===== src/rtl/crypt_pkg.sv =====
// Shared types and round functions for crypt_stream_pipe.
// Round functions work on MAX_N/MAX_SHW wide vectors; callers pass their real widths n and shw.
package crypt_pkg;

    localparam int unsigned MAX_N   = 64;
    localparam int unsigned MAX_SHW = 32;

    typedef enum logic [1:0] {
        ModeEnc    = 2'b00,
        ModeDec    = 2'b01,
        ModeByp    = 2'b10,
        ModeBypAlt = 2'b11
    } mode_e;

    typedef enum logic [1:0] {
        DirRotl = 2'b00,
        DirRotr = 2'b01,
        DirAdd  = 2'b10,
        DirXor  = 2'b11
    } dir_e;

    typedef struct packed {
        mode_e              mode;
        dir_e               dir;
        logic [MAX_SHW-1:0] kb;
    } side_t;

    function automatic logic [MAX_N-1:0] width_mask(int unsigned n);
        return {MAX_N{1'b1}} >> (MAX_N - n);
    endfunction

    function automatic logic [MAX_SHW-1:0] key_mask(logic [MAX_SHW-1:0] k, int unsigned shw);
        return k & ({MAX_SHW{1'b1}} >> (MAX_SHW - shw));
    endfunction

    // x must already be confined to n bits and amt < n.
    function automatic logic [MAX_N-1:0] rot_left(logic [MAX_N-1:0] x, int unsigned amt,
                                                  int unsigned n);
        return ((x << amt) | (x >> (n - amt))) & width_mask(n);
    endfunction

    function automatic logic [MAX_N-1:0] rot_right(logic [MAX_N-1:0] x, int unsigned amt,
                                                   int unsigned n);
        return ((x >> amt) | (x << (n - amt))) & width_mask(n);
    endfunction

    function automatic logic [MAX_N-1:0] round_fwd(logic [MAX_N-1:0] x, logic [MAX_SHW-1:0] k,
                                                   dir_e dir, int unsigned n, int unsigned shw);
        logic [MAX_N-1:0]   xm;
        logic [MAX_N-1:0]   kd;
        logic [MAX_SHW-1:0] km;
        int unsigned        amt;
        xm  = x & width_mask(n);
        km  = key_mask(k, shw);
        kd  = MAX_N'(km) & width_mask(n);
        amt = km % n;
        case (dir)
            DirRotl: return rot_left(xm, amt, n);
            DirRotr: return rot_right(xm, amt, n);
            DirAdd:  return (xm + kd) & width_mask(n);
            default: return xm ^ kd;
        endcase
    endfunction

    function automatic logic [MAX_N-1:0] round_inv(logic [MAX_N-1:0] x, logic [MAX_SHW-1:0] k,
                                                   dir_e dir, int unsigned n, int unsigned shw);
        logic [MAX_N-1:0]   xm;
        logic [MAX_N-1:0]   kd;
        logic [MAX_SHW-1:0] km;
        int unsigned        amt;
        xm  = x & width_mask(n);
        km  = key_mask(k, shw);
        kd  = MAX_N'(km) & width_mask(n);
        amt = km % n;
        case (dir)
            DirRotl: return rot_right(xm, amt, n);
            DirRotr: return rot_left(xm, amt, n);
            DirAdd:  return (xm - kd) & width_mask(n);
            default: return xm ^ kd;
        endcase
    endfunction

endpackage


===== src/rtl/crypt_round.sv =====
// One elastic pipeline stage: applies this stage's round to the incoming beat and registers
// data, sideband and valid.
module crypt_round
    import crypt_pkg::*;
#(
    parameter int unsigned N      = 8,
    parameter int unsigned SHW    = 5,
    parameter int unsigned ROUNDS = 2,
    parameter int unsigned IDX    = 0
) (
    input  logic         clock,
    input  logic         rst,
    input  logic         in_valid,
    output logic         in_ready,
    input  logic [N-1:0] in_data,
    input  side_t        in_side,
    output logic         out_valid,
    input  logic         out_ready,
    output logic [N-1:0] out_data,
    output side_t        out_side
);

    // Decrypt walks the round keys in reverse so stage s undoes encrypt stage ROUNDS-1-s.
    localparam int unsigned DEC_IDX = ROUNDS - 1 - IDX;

    logic               valid_q;
    logic [N-1:0]       data_q;
    logic [N-1:0]       data_d;
    side_t              side_q;
    logic [MAX_SHW-1:0] enc_key;
    logic [MAX_SHW-1:0] dec_key;
    logic [MAX_N-1:0]   x_ext;

    assign in_ready = !valid_q || out_ready;

    always_comb begin
        x_ext          = '0;
        x_ext[N-1:0]   = in_data;
        enc_key        = in_side.kb + MAX_SHW'(IDX);
        dec_key        = in_side.kb + MAX_SHW'(DEC_IDX);
        data_d         = in_data;
        case (in_side.mode)
            ModeEnc: data_d = N'(round_fwd(x_ext, enc_key, in_side.dir, N, SHW));
            ModeDec: data_d = N'(round_inv(x_ext, dec_key, in_side.dir, N, SHW));
            default: data_d = in_data;
        endcase
    end

    always_ff @(posedge clock or posedge rst) begin
        if (rst) begin
            valid_q <= 1'b0;
            data_q  <= '0;
            side_q  <= '0;
        end else if (in_ready) begin
            valid_q <= in_valid;
            if (in_valid) begin
                data_q <= data_d;
                side_q <= in_side;
            end
        end
    end

    assign out_valid = valid_q;
    assign out_data  = data_q;
    assign out_side  = side_q;

endmodule


===== src/rtl/crypt_stream_pipe.sv =====
// Pipelined encrypt/decrypt/bypass stream with a rolling per-beat key and valid/ready flow.
// Holds the key register, accepted-beat counter and the ROUNDS-deep stage chain.
module crypt_stream_pipe
    import crypt_pkg::*;
#(
    parameter int unsigned N      = 8,
    parameter int unsigned ROUNDS = 2,
    parameter int unsigned SHW    = 5,
    parameter int unsigned CW     = 16
) (
    input  logic           clock,
    input  logic           rst,
    input  logic           in_valid,
    output logic           in_ready,
    input  logic [1:0]     mode,
    input  logic [1:0]     direction,
    input  logic [SHW-1:0] shift,
    input  logic [SHW-1:0] key_step,
    input  logic           key_load,
    input  logic [N-1:0]   din,
    output logic           out_valid,
    input  logic           out_ready,
    output logic [N-1:0]   dout,
    output logic [CW-1:0]  count
);

    logic [SHW-1:0] key_q;
    logic [SHW-1:0] kb;
    logic [CW-1:0]  count_q;
    logic           accept;
    side_t          side_in;

    // Element i feeds stage i; element ROUNDS is the pipe output.
    logic           stg_valid [ROUNDS+1];
    logic           stg_ready [ROUNDS+1];
    logic [N-1:0]   stg_data  [ROUNDS+1];
    side_t          stg_side  [ROUNDS+1];
    side_t          unused_tail_side;

    assign kb     = key_load ? shift : key_q;
    assign accept = in_valid && in_ready;

    assign side_in = '{mode: mode_e'(mode), dir: dir_e'(direction), kb: MAX_SHW'(kb)};

    assign stg_valid[0]      = in_valid;
    assign stg_data[0]       = din;
    assign stg_side[0]       = side_in;
    assign in_ready          = stg_ready[0];
    assign stg_ready[ROUNDS] = out_ready;
    assign out_valid         = stg_valid[ROUNDS];
    assign dout              = stg_data[ROUNDS];
    assign unused_tail_side  = stg_side[ROUNDS];

    for (genvar i = 0; i < ROUNDS; i++) begin : g_round
        crypt_round #(
            .N      (N),
            .SHW    (SHW),
            .ROUNDS (ROUNDS),
            .IDX    (i)
        ) u_round (
            .clock     (clock),
            .rst       (rst),
            .in_valid  (stg_valid[i]),
            .in_ready  (stg_ready[i]),
            .in_data   (stg_data[i]),
            .in_side   (stg_side[i]),
            .out_valid (stg_valid[i+1]),
            .out_ready (stg_ready[i+1]),
            .out_data  (stg_data[i+1]),
            .out_side  (stg_side[i+1])
        );
    end

    always_ff @(posedge clock or posedge rst) begin
        if (rst) begin
            key_q   <= '0;
            count_q <= '0;
        end else if (accept) begin
            key_q   <= kb + key_step;
            count_q <= count_q + CW'(1);
        end else if (key_load) begin
            key_q   <= shift;
        end
    end

    assign count = count_q;

endmodule


===== config.mk =====
export PLATFORM = sky130hd
export DESIGN_NAME = crypt_stream_pipe
export DESIGN_NICKNAME = d
export VERILOG_FILES = /design/src/rtl/crypt_pkg.sv /design/src/rtl/crypt_round.sv /design/src/rtl/crypt_stream_pipe.sv
export SDC_FILE = /design/constraint.sdc
export NUM_CORES = 1
export LEC_CHECK = 0
export ABC_CLOCK_PERIOD_IN_PS = 5710
export CAP_MARGIN = 20
export CORE_ASPECT_RATIO = 0.75
export CORE_MARGIN = 8
export CORE_UTILIZATION = 55
export CTS_CLUSTER_SIZE = 14
export DETAILED_ROUTE_END_ITERATION = 6
export GPL_ROUTABILITY_DRIVEN = 0
export HOLD_SLACK_MARGIN = 0.08
export PLACE_DENSITY = 0.74
export SYNTH_ARGS = -nofsm -noshare
export SYNTH_HDL_FRONTEND = slang
export SYNTH_HIERARCHICAL = 1
export SYNTH_SLANG_ARGS = --single-unit

===== constraint.sdc =====
create_clock -name clock -period 5.71 [get_ports clock]
set_clock_uncertainty 0.05 [all_clocks]
set_input_delay 0.571 -clock clock [delete_from_list [all_inputs] [get_ports clock]]
set_output_delay 0.571 -clock clock [all_outputs]
set_load 0.05 [all_outputs]

==> results of run 1 <==
==> final timing paths <==
path | to | cells after the start
worst min register to register | count[15] | 1
worst min-delay path | count[15] | 1
min in group asynchronous | g_round[1].u_round/out_valid | 2
worst max-delay path | g_round[0].u_round/out_data[5] | 13
max in group asynchronous | count[5] | 2
worst max register to register | g_round[1].u_round/out_data[5] | 10
==> per-layer routing <==
| metal | global-route usage | vias up | wire length [um] |
|---|---|---|---|
| li1 | - | 3945 | - |
| met1 | 0.427 | 4058 | 12200 |
| met2 | 0.388 | 676 | 11000 |
| met3 | 0.117 | 71 | 4520 |
| met4 | 0.0617 | 0 | 578 |
| met5 | 0 | - | 0 |
==> report_power, final <==
group	internal, mW	switching, mW
combinational	0.855	1.38
sequential	0.414	0.145
clock	0.253	0.144
total	1.52	1.66
==> sequential cells by signal, indices dropped and copies added, names as in the netlist <==
| signal | count |
|---|---|
| count | 16 |
| g_round.u_round/out_data | 16 |
| g_round.u_round/out_valid | 2 |
| g_round.u_round/out_side | 9 |
| key_q | 5 |
==> final cells by class <==
class	instances	area (um2)
multi-input cells	893	6250
fillers	1337	5760
flip-flops and latches	48	1200
repair buffers	73	678
well taps	200	250
clock buffers	5	125
inverters	31	116
clock inverters	3	68.8
==> metrics by stage <==
| stage | instance area [um2] | hold slack [ns] | instances | power (mW) |
|---|---|---|---|---|
| 6_report | 8690 | 0.441 | 1253 | 3.19 |
| 5_1_grt | 8690 | 0.457 | 1253 | 3.37 |
| 4_1_cts | 8690 | 0.438 | 1253 | 3.11 |
| 3_5_place_dp | 8500 | 0.417 | 1245 | 2.70 |
| 3_3_place_gp | 8500 | 0.419 | 1245 | 2.69 |
| 2_1_floorplan | 8100 | 0.349 | 1079 | 2.19 |
==> summary.md, run 1 <==
| Metric | Value |
|---|---|
| Layout cells sized above 1 | 0.0902 |
| Status | finished, final reports clean |
| Remaining DRCs | 0 |
| Vias per Instance | 6.98 |
| Setup TNS | 0 ns |
| Via count | 8,750 |
| Crit end category | flip-flop |
| Post-CTS Setup Bufs | 0 |
| Detailed Place HPWL | 19.9 mm |
| Max_cap viols | 0 |
| Latest clock arrival within the worst-skew pair | 0.29 ns |
| Slew HR | 0.267 |
| Most common cell after layout, fill and taps aside | nand2_1 |
| GRT Overall Usage | 0.292 |
| Final wirelength | 28.2 mm |
| Port buffer count | 52 |
| Critical path cell sequence | clkdlybuf4s50_1, mux2_2, buf_4, ha_1, nand3_1, xor2_1, ha_1, a21o_1, o41ai_1, a21oi_1, mux2_2, a221oi_1, o32ai_1 |
| LEAKAGE | 3.46 nW |
| Row cnt | 38 |
| Initial DRC count | 1,457 |
| Global-route wire length before repair | 44.7 mm |
| Layout area overhead | 7.34% |
| Cell Area, Synth | 0.00810 mm2 |
| Mapped Nets | 1,143 |
| Core Util, Final | 0.602 |
| Cell family with most CP delay | compound AO/OA/AOI/OAI gates |
| Most frequent cells in the layout | 117 x nand2_1, 81 x a21oi_1, 79 x nor2_1 |
| Pin count of the biggest net entering global routing | 65 |
| IO Count | 53 |
| Post-CTS sizing | 0 |
| Vias in the first global route | 7,934 |
| Core area | 0.0145 mm2 |
| Mean area per synthesized cell | 7.51 um2 |
| Worst EP required | 5.83 ns |
| Critical path origin | key_load |
| CP max-delay cell | clkdlybuf4s50_1 |
| CTS root buf | clkbuf_16 |
| Post-layout net count | 1,116 |
| CP max stage delay | 0.60 ns |
| Hold Crit Start | count[15] |
| F_max | 246 MHz |
| Reg-to-reg setup timing slack | 2.06 ns |
| Die area | 0.0189 mm2 |
| Critical Path Fanout Max | 24 |
| Final period util | 0.711 |
| Pre-CTS setup slack | 1.41 ns |
| Worst-margin pin slew | 1.10 ns |
| Initial Utilization | 0.560 |
| Initial antenna violation count | 0 |
| TritonRoute pass-1 iters | 7 |
| Setup Viol. Count Final | 0 |
| Hold WC Path Type | reg -> reg |
| Setup ws final | 1.65 ns |
| Chip width | 156 um |
| CTS tree | built |
| Critical Path Source Type | input pin |
| Final min period | 4.06 ns |
| Antenna diode count | 0 |
| Slew Viols, Final | 0 |
| Routed wire per std cell | 22.5 um |
| Final hold violation count | 0 |
| Synth warn | 6 |
| RSZ-0062 raised after global routing | no |
| FF-to-FF Start | g_round[0].u_round/out_side[0] |
| Crit Path Class | in -> reg |
| Worst Path Buf+Inv | 2 |
| Cells after Synth | 1,079 |
| Die Ht | 121 um |
| Hold_buf cts | 0 |
| Post-route ant nets | 0 |
| CTS Buf Count | 5 |
| H-tree level count | 2 |
| Total gr overflow | 0 |
| CTS Sinks | 48 |
| Clock tree buffer depth | 2 |
| Worst-path clk slew | 0.07 ns |
| PD cells | 367 mW/mm2 |
| Worst path arrival time | 4.18 ns |
| VDD IR max | 410 uV |
Note: power is estimated with default switching activity, not from simulation.
==> run 2, diff against run 1 <==
--- a/config.mk
+++ b/config.mk
@@ -5,7 +5,7 @@
 export SDC_FILE = /design/constraint.sdc
 export NUM_CORES = 1
 export LEC_CHECK = 0
-export ABC_CLOCK_PERIOD_IN_PS = 5710
+export ABC_CLOCK_PERIOD_IN_PS = 3600
 export CAP_MARGIN = 20
 export CORE_ASPECT_RATIO = 0.75
 export CORE_MARGIN = 8
@@ -14,7 +14,7 @@
 export DETAILED_ROUTE_END_ITERATION = 6
 export GPL_ROUTABILITY_DRIVEN = 0
 export HOLD_SLACK_MARGIN = 0.08
-export PLACE_DENSITY = 0.74
+export PLACE_DENSITY = 0.77
 export SYNTH_ARGS = -nofsm -noshare
 export SYNTH_HDL_FRONTEND = slang
 export SYNTH_HIERARCHICAL = 1
==> constraint.sdc (replaced) <==
create_clock -name clock -period 3.6 [get_ports clock]
set_clock_uncertainty 0.05 [all_clocks]
set_input_delay 0.36 -clock clock [delete_from_list [all_inputs] [get_ports clock]]
set_output_delay 0.36 -clock clock [all_outputs]
set_load 0.05 [all_outputs]
==> run 2 against run 1 <==
Net effect:
- the run now ends with design-rule violations left
- critical path type is now reg -> reg
- die area is the same
- clock-buffer cell count is the same
- clock power grew 41%
- combinational power is 70% higher
- total power grew 64%
- register-to-register slack got worse by 1.8 ns
- core utilization is 2.7 points higher
- worst hold slack got worse by 0.070 ns
- via count up 5.6%
- sequential power up 58%
==> summary.md, run 2 (same netlist as run 1, synthesis figures left out) <==
| Metric | Value |
|---|---|
| CP max-delay cell | dfrtp_1 |
| Die area | 0.0189 mm2 (unchanged) |
| Chip width | 156 um (unchanged) |
| PD cells | 575 mW/mm2 (+57%) |
| Min Hold Slack | 0.371 ns (-0.0698 ns) |
| Core Util, Final | 0.629 (+0.0274) |
| Critical Path Fanout Max | 11 (-54%) |
| Core area | 0.0145 mm2 (unchanged) |
| GRT Overall Usage | 0.306 (+0.0147) |
| Post-CTS Setup Bufs | 0 (unchanged) |
| Global-route wire length before repair | 46.9 mm (+5.0%) |
| Max_cap viols | 0 (unchanged) |
| Worst path arrival time | 3.50 ns (-0.68 ns) |
| TritonRoute pass-1 iters | 7 (unchanged) |
| Most used cell, CP | ha_1 |
| Routed wire per std cell | 22.5 um (about the same) |
| Hold_buf cts | 0 (unchanged) |
| Vias in the first global route | 8,526 (+7.5%) |
| Via count | 9,243 (+5.6%) |
| Slew HR | 0.443 (+0.176) |
| Vias per Instance | 7.07 (+1.3%) |
| Placed insts | 1,299 (+4.3%) |
| Fin cells | 1,307 (+4.3%) |
| CP max stage delay | 0.47 ns (-0.13 ns) |
| CTS Sinks | 48 (unchanged) |
| Port buffer count | 52 (unchanged) |
| Final period util | 0.924 |
| Worst-margin pin slew | 0.835 ns (-0.261 ns) |
| Critical path cell sequence | ha_1, xnor2_2, inv_1, ha_1, nor2b_1, a221oi_1, o21ai_0, xnor2_1, o211ai_1, o21ai_1, a21oi_1 |
| RSZ-0062 raised after global routing | no |
| Detailed Place HPWL | 21.4 mm (+7.5%) |
| Cell family with most CP delay | compound AO/OA/AOI/OAI gates |
| Setup ws final | 0.273 ns (-1.37 ns) |
| Total gr overflow | 0 (unchanged) |
| Latest clock arrival within the worst-skew pair | 0.30 ns (about the same) |
| Worst Path Buf+Inv | 1 (-1) |
| Final wirelength | 29.4 mm (+4.2%) |
| Hold WC Path Type | in -> async |
| Slew Viols, Final | 0 (unchanged) |
| Most frequent cells in the layout | 117 x nand2_1, 81 x a21oi_1, 79 x nor2_1 |
| Pre-CTS setup slack | 0.0820 ns (-1.33 ns) |
| Die Ht | 121 um (unchanged) |
| Layout area overhead | 12.2% |
| CTS root buf | clkbuf_16 |
| Final hold violation count | 0 (unchanged) |
| Setup TNS | 0 ns (unchanged) |
| Worst-path clk slew | 0.07 ns (about the same) |
| Post-route ant nets | 0 (unchanged) |
| LEAKAGE | 3.72 nW (+7.4%) |
| Most common cell after layout, fill and taps aside | nand2_1 |
| H-tree level count | 2 (unchanged) |
| Post-CTS sizing | 0 (unchanged) |
| Status | finished, violations left |
| CTS tree | built |
| Worst EP required | 3.77 ns (-2.06 ns) |
| Pin count of the biggest net entering global routing | 50 (-23%) |
| Remaining DRCs | 40 (+40) |
| Initial DRC count | 1,793 (+23%) |
| Failing checks | design-rule violations |
| Antenna diode count | 0 (unchanged) |
| Layout cells sized above 1 | 0.135 (+0.0444) |
| IO Count | 53 (unchanged) |
| Critical Path Source Type | flip-flop |
| Crit Path Class | reg -> reg |
| F_max | 301 MHz |
| Setup Viol. Count Final | 0 (unchanged) |
| Row cnt | 38 (unchanged) |
| Crit end category | flip-flop |
| Initial antenna violation count | 0 (unchanged) |
| CTS Buf Count | 5 (unchanged) |
| VDD IR max | 518 uV (+26%) |
| Clock tree buffer depth | 2 (unchanged) |
| Final min period | 3.33 ns |
| Initial Utilization | 0.560 (unchanged) |
| Post-layout net count | 1,170 (+4.8%) |
==> run 2: cell types whose count changed in the layout (fill, tap and decap cells not counted) <==
cell       before  now
buf_4          21   74
clkinv_4        0    2
buf_12          0    1
bufinv_16       2    1
inv_6           1    0
o21ai_0        55   54
o21ai_1        12   13
==> run 2: final timing paths <==
check | start | endpoint | slack, ns | cells past startpoint
worst max-delay path | g_round[0].u_round/out_side[1] | g_round[1].u_round/out_data[6] | 0.27 | 11
max in group asynchronous | rst | count[3] | 2.45 | 2
worst max register to register | g_round[0].u_round/out_side[1] | g_round[1].u_round/out_data[6] | 0.27 | 11
min in group clock | count[15] | count[15] | 0.44 | 1
worst min register to register | count[15] | count[15] | 0.44 | 1
worst min-delay path | rst | g_round[1].u_round/out_data[2] | 0.37 | 2
==> run 2: worst register-to-register path: cells and delay by family, from the launching register on <==
family / cells / cell delay [ns]
buf+inv: 1 / 0.34
flops: 1 / 0.47
compound gates: 5 / 1.00
xor+xnor: 2 / 0.56
fa+ha+maj: 2 / 0.66
simple gates: 1 / 0.16
==> run 2: cell type report <==
class	instances	area, um2
Timing Repair Buffer	127	1100
Fill cell	1304	5360
Clock inverter	3	47.5
Inverter	31	116
Multi-Input combinational cell	893	6250
Sequential cell	48	1200
Clock buffer	5	125
Tap cell	200	250
==> run 2: power breakdown <==
| part | switching, mW | total, mW | internal (mW) |
|---|---|---|---|
| registers | 0.225 | 0.882 | 0.657 |
| clock network | 0.228 | 0.559 | 0.331 |
| logic | 2.29 | 3.79 | 1.50 |
| total | 2.74 | 5.23 | 2.48 |
==> run 2: per-stage QoR <==
| step | total power [mW] | cell area, um2 |
|---|---|---|
| 2_1_floorplan | 3.49 | 8110 |
| 5_1_grt | 5.49 | 9090 |
| 3_3_place_gp | 4.44 | 8920 |
| 4_1_cts | 5.05 | 9090 |
| 6_report | 5.23 | 9090 |
| 3_5_place_dp | 4.48 | 8920 |
==> run 2: layer usage <==
| metal | share of wire | vias up | wire length (um) | GRT usage |
|---|---|---|---|---|
| met5 | 0 | - | 0 | 0 |
| met4 | 0.034 | 0 | 994 | 0.0808 |
| met3 | 0.18 | 139 | 5290 | 0.147 |
| met2 | 0.37 | 835 | 11000 | 0.410 |
| met1 | 0.41 | 4220 | 12100 | 0.427 |
| li1 | - | 4049 | - | - |
==> run 3, diff against run 2 <==
--- a/config.mk
+++ b/config.mk
@@ -15,6 +15,7 @@
 export GPL_ROUTABILITY_DRIVEN = 0
 export HOLD_SLACK_MARGIN = 0.08
 export PLACE_DENSITY = 0.77
+export REMOVE_ABC_BUFFERS = 1
 export SYNTH_ARGS = -nofsm -noshare
 export SYNTH_HDL_FRONTEND = slang
 export SYNTH_HIERARCHICAL = 1
==> run 3 against run 2 <==
Net effect:
- the run still ends with design-rule violations left
- cell area is essentially flat
- cell count is the same
- sequential share of layout area is essentially flat
- sequential cell count is the same
- wire length shrank 2.3%
- combinational power is essentially flat
- critical path type is now in -> reg
==> summary.md, run 3 (same netlist as run 1, synthesis figures left out) <==
| Metric | Value |
|---|---|
| Status | finished, violations left |
| Failing checks | design-rule violations |
| Antenna diode count | 0 (unchanged) |
| Logic pwr share | 0.717 (-0.007) |
| Port buffer count | 52 (unchanged) |
| TritonRoute pass-1 iters | 7 (unchanged) |
| IO Count | 53 (unchanged) |
| CTS root buf | clkbuf_16 |
| Total gr overflow | 0 (unchanged) |
| Vias per Instance | 7.04 (-0.40%) |
| Placed insts | 1,299 (unchanged) |
| Post-route ant nets | 0 (unchanged) |
| Post-CTS Setup Bufs | 0 (unchanged) |
| Final hold violation count | 0 (unchanged) |
| Worst path arrival time | 3.62 ns (+0.12 ns) |
| Min Hold Slack | 0.379 ns (+0.00766 ns) |
| Worst-margin pin slew | 0.902 ns (+0.0670 ns) |
| Slew HR | 0.397 (-0.0465) |
| Crit end category | flip-flop |
| VDD IR max | 514 uV (-0.74%) |
| Fin cells | 1,307 (unchanged) |
| Detailed Place HPWL | 21.4 mm (+0.16%) |
| Setup Viol. Count Final | 0 (unchanged) |
| Post-layout instance area | 0.00910 mm2 (about the same) |
| Final wirelength | 28.8 mm (-2.3%) |
| Sw Pwr | 2.71 mW (-1.3%) |
| Int Pwr | 2.55 mW (+2.7%) |
| Initial Utilization | 0.560 (unchanged) |
| Die Ht | 121 um (unchanged) |
| F_max | 291 MHz (-3.2%) |
| Latest clock arrival within the worst-skew pair | 0.29 ns (about the same) |
| Register area | 0.00120 mm2 (unchanged) |
| Layout cells sized above 1 | 0.135 (unchanged) |
| Setup TNS | 0 ns (unchanged) |
| Pin count of the biggest net entering global routing | 46 (-8.0%) |
| H-tree level count | 2 (unchanged) |
| Global-route wire length before repair | 46.0 mm (-1.8%) |
| Vias in the first global route | 8,335 (-2.2%) |
| CP max stage delay | 0.51 ns (+0.04 ns) |
| Chip width | 156 um (unchanged) |
| Remaining DRCs | 15 (-63%) |
| Hold WC Path Type | in -> async |
| LEAKAGE | 3.72 nW (+0.21%) |
| Final-layout fill cell count | 1,278 (-2.0%) |
| Max_cap viols | 0 (unchanged) |
| Most common cell after layout, fill and taps aside | nand2_1 |
| Placed Area | 0.00891 mm2 (-0.14%) |
| Seq pwr share | 0.164 (-0.005) |
| Layout area overhead | 12.3% (about the same) |
| Critical path cell sequence | clkdlybuf4s50_1, mux2_2, inv_2, ha_1, buf_4, fa_1, and3b_1, a311o_1, a211o_1, or3_1, nand3_1, a31o_1 |
| Final min period | 3.44 ns (+0.111 ns) |
| GRT Overall Usage | 0.299 (-0.00693) |
| Post-layout net count | 1,170 (unchanged) |
| Hold_buf cts | 0 (unchanged) |
| Initial DRC count | 1,993 (+11%) |
| Clock tree buffer depth | 2 (unchanged) |
| Crit Path Class | in -> reg |
| Final period util | 0.955 (+0.0308) |
| Worst-path clk slew | 0.07 ns (about the same) |
| Worst EP required | 3.78 ns (about the same) |
| Via count | 9,206 (-0.40%) |
| CP max-delay cell | clkdlybuf4s50_1 |
| Initial antenna violation count | 0 (unchanged) |
| Multi-input gate area | 0.00625 mm2 (unchanged) |
| Sw Ratio | 0.515 (-0.00996) |
| Clock network power share | 0.119 (+0.012) |
| CTS Sinks | 48 (unchanged) |
| Critical Path Source Type | input pin |
| Routed wire per std cell | 22.0 um (-2.3%) |
| Slew Viols, Final | 0 (unchanged) |
| CTS tree | built |
| RSZ-0062 raised after global routing | no |
| Core area | 0.0145 mm2 (unchanged) |
| Critical Path Fanout Max | 12 (+1) |
| Row cnt | 38 (unchanged) |
| Post-CTS sizing | 0 (unchanged) |
| PD cells | 578 mW/mm2 (+0.50%) |
| Die area | 0.0189 mm2 (unchanged) |
| CTS Buf Count | 5 (unchanged) |
| Most frequent cells in the layout | 117 x nand2_1, 81 x a21oi_1, 79 x nor2_1 |
-- run 3: changes by cell type in the layout (fill, tap and decap cells not counted), sizes merged --
cell    previous run  this run
inv               30        31
clkinv             3         1
bufinv             1         2
-- run 3: path summary, 6_finish.rpt --
path / from / endpoint / slack (ns) / depth (start not counted)
setup / recovery: key_load / g_round[0].u_round/out_data[6] / 0.16 / 12
hold / removal: rst / g_round[1].u_round/out_data[3] / 0.38 / 2
setup reg to reg: g_round[0].u_round/out_side[0] / g_round[1].u_round/out_data[6] / 0.33 / 11
hold reg to reg: count[15] / count[15] / 0.44 / 1
max in group asynchronous: rst / g_round[0].u_round/out_side[0] / 2.48 / 2
min in group clock: count[15] / count[15] / 0.44 / 1
-- run 3: routing by layer --
metal,track usage,routed length [um]
met5,0,0
met4,0.0713,753
met3,0.131,5060
met2,0.400,11100
met1,0.428,11800
-- run 3: area by class of cell --
class	count	share of cell area
Sequential cell	48	0.132
Multi-Input combinational cell	893	0.687
Inverter	31	0.0128
Timing Repair Buffer	127	0.119
Clock inverter	3	0.00756
Clock buffer	5	0.0137
Tap cell	200	0.0275
-- run 3: critical path, delay by kind of cell --
family | cells | cell delay (ns)
buffers and inverters | 3 | 0.85
multiplexers | 1 | 0.41
AO/OA/AOI/OAI | 3 | 0.83
AND/OR/NAND/NOR | 3 | 0.59
adder cells (fa/ha/maj) | 2 | 0.55
-- run 3: stage by stage --
step	utilization	power, mW	worst slack, ns
2_1_floorplan	-	3.30	-1.47
3_3_place_gp	0.616	4.42	0.0261
3_5_place_dp	0.616	4.45	-0.0532
4_1_cts	0.630	5.10	0.248
5_1_grt	0.630	5.55	0.0203
6_report	0.630	5.26	0.162
-- run 3: power by group through the flow --
stage                     sequential (mW)  clock (mW)  combinational, mW
after floorplan                      1.13           0               2.17
after global placement              0.861           0               3.56
after detailed placement            0.861           0               3.59
after CTS                           0.853       0.627               3.61
after global routing                0.877       0.656               4.02
final                               0.863       0.626               3.77
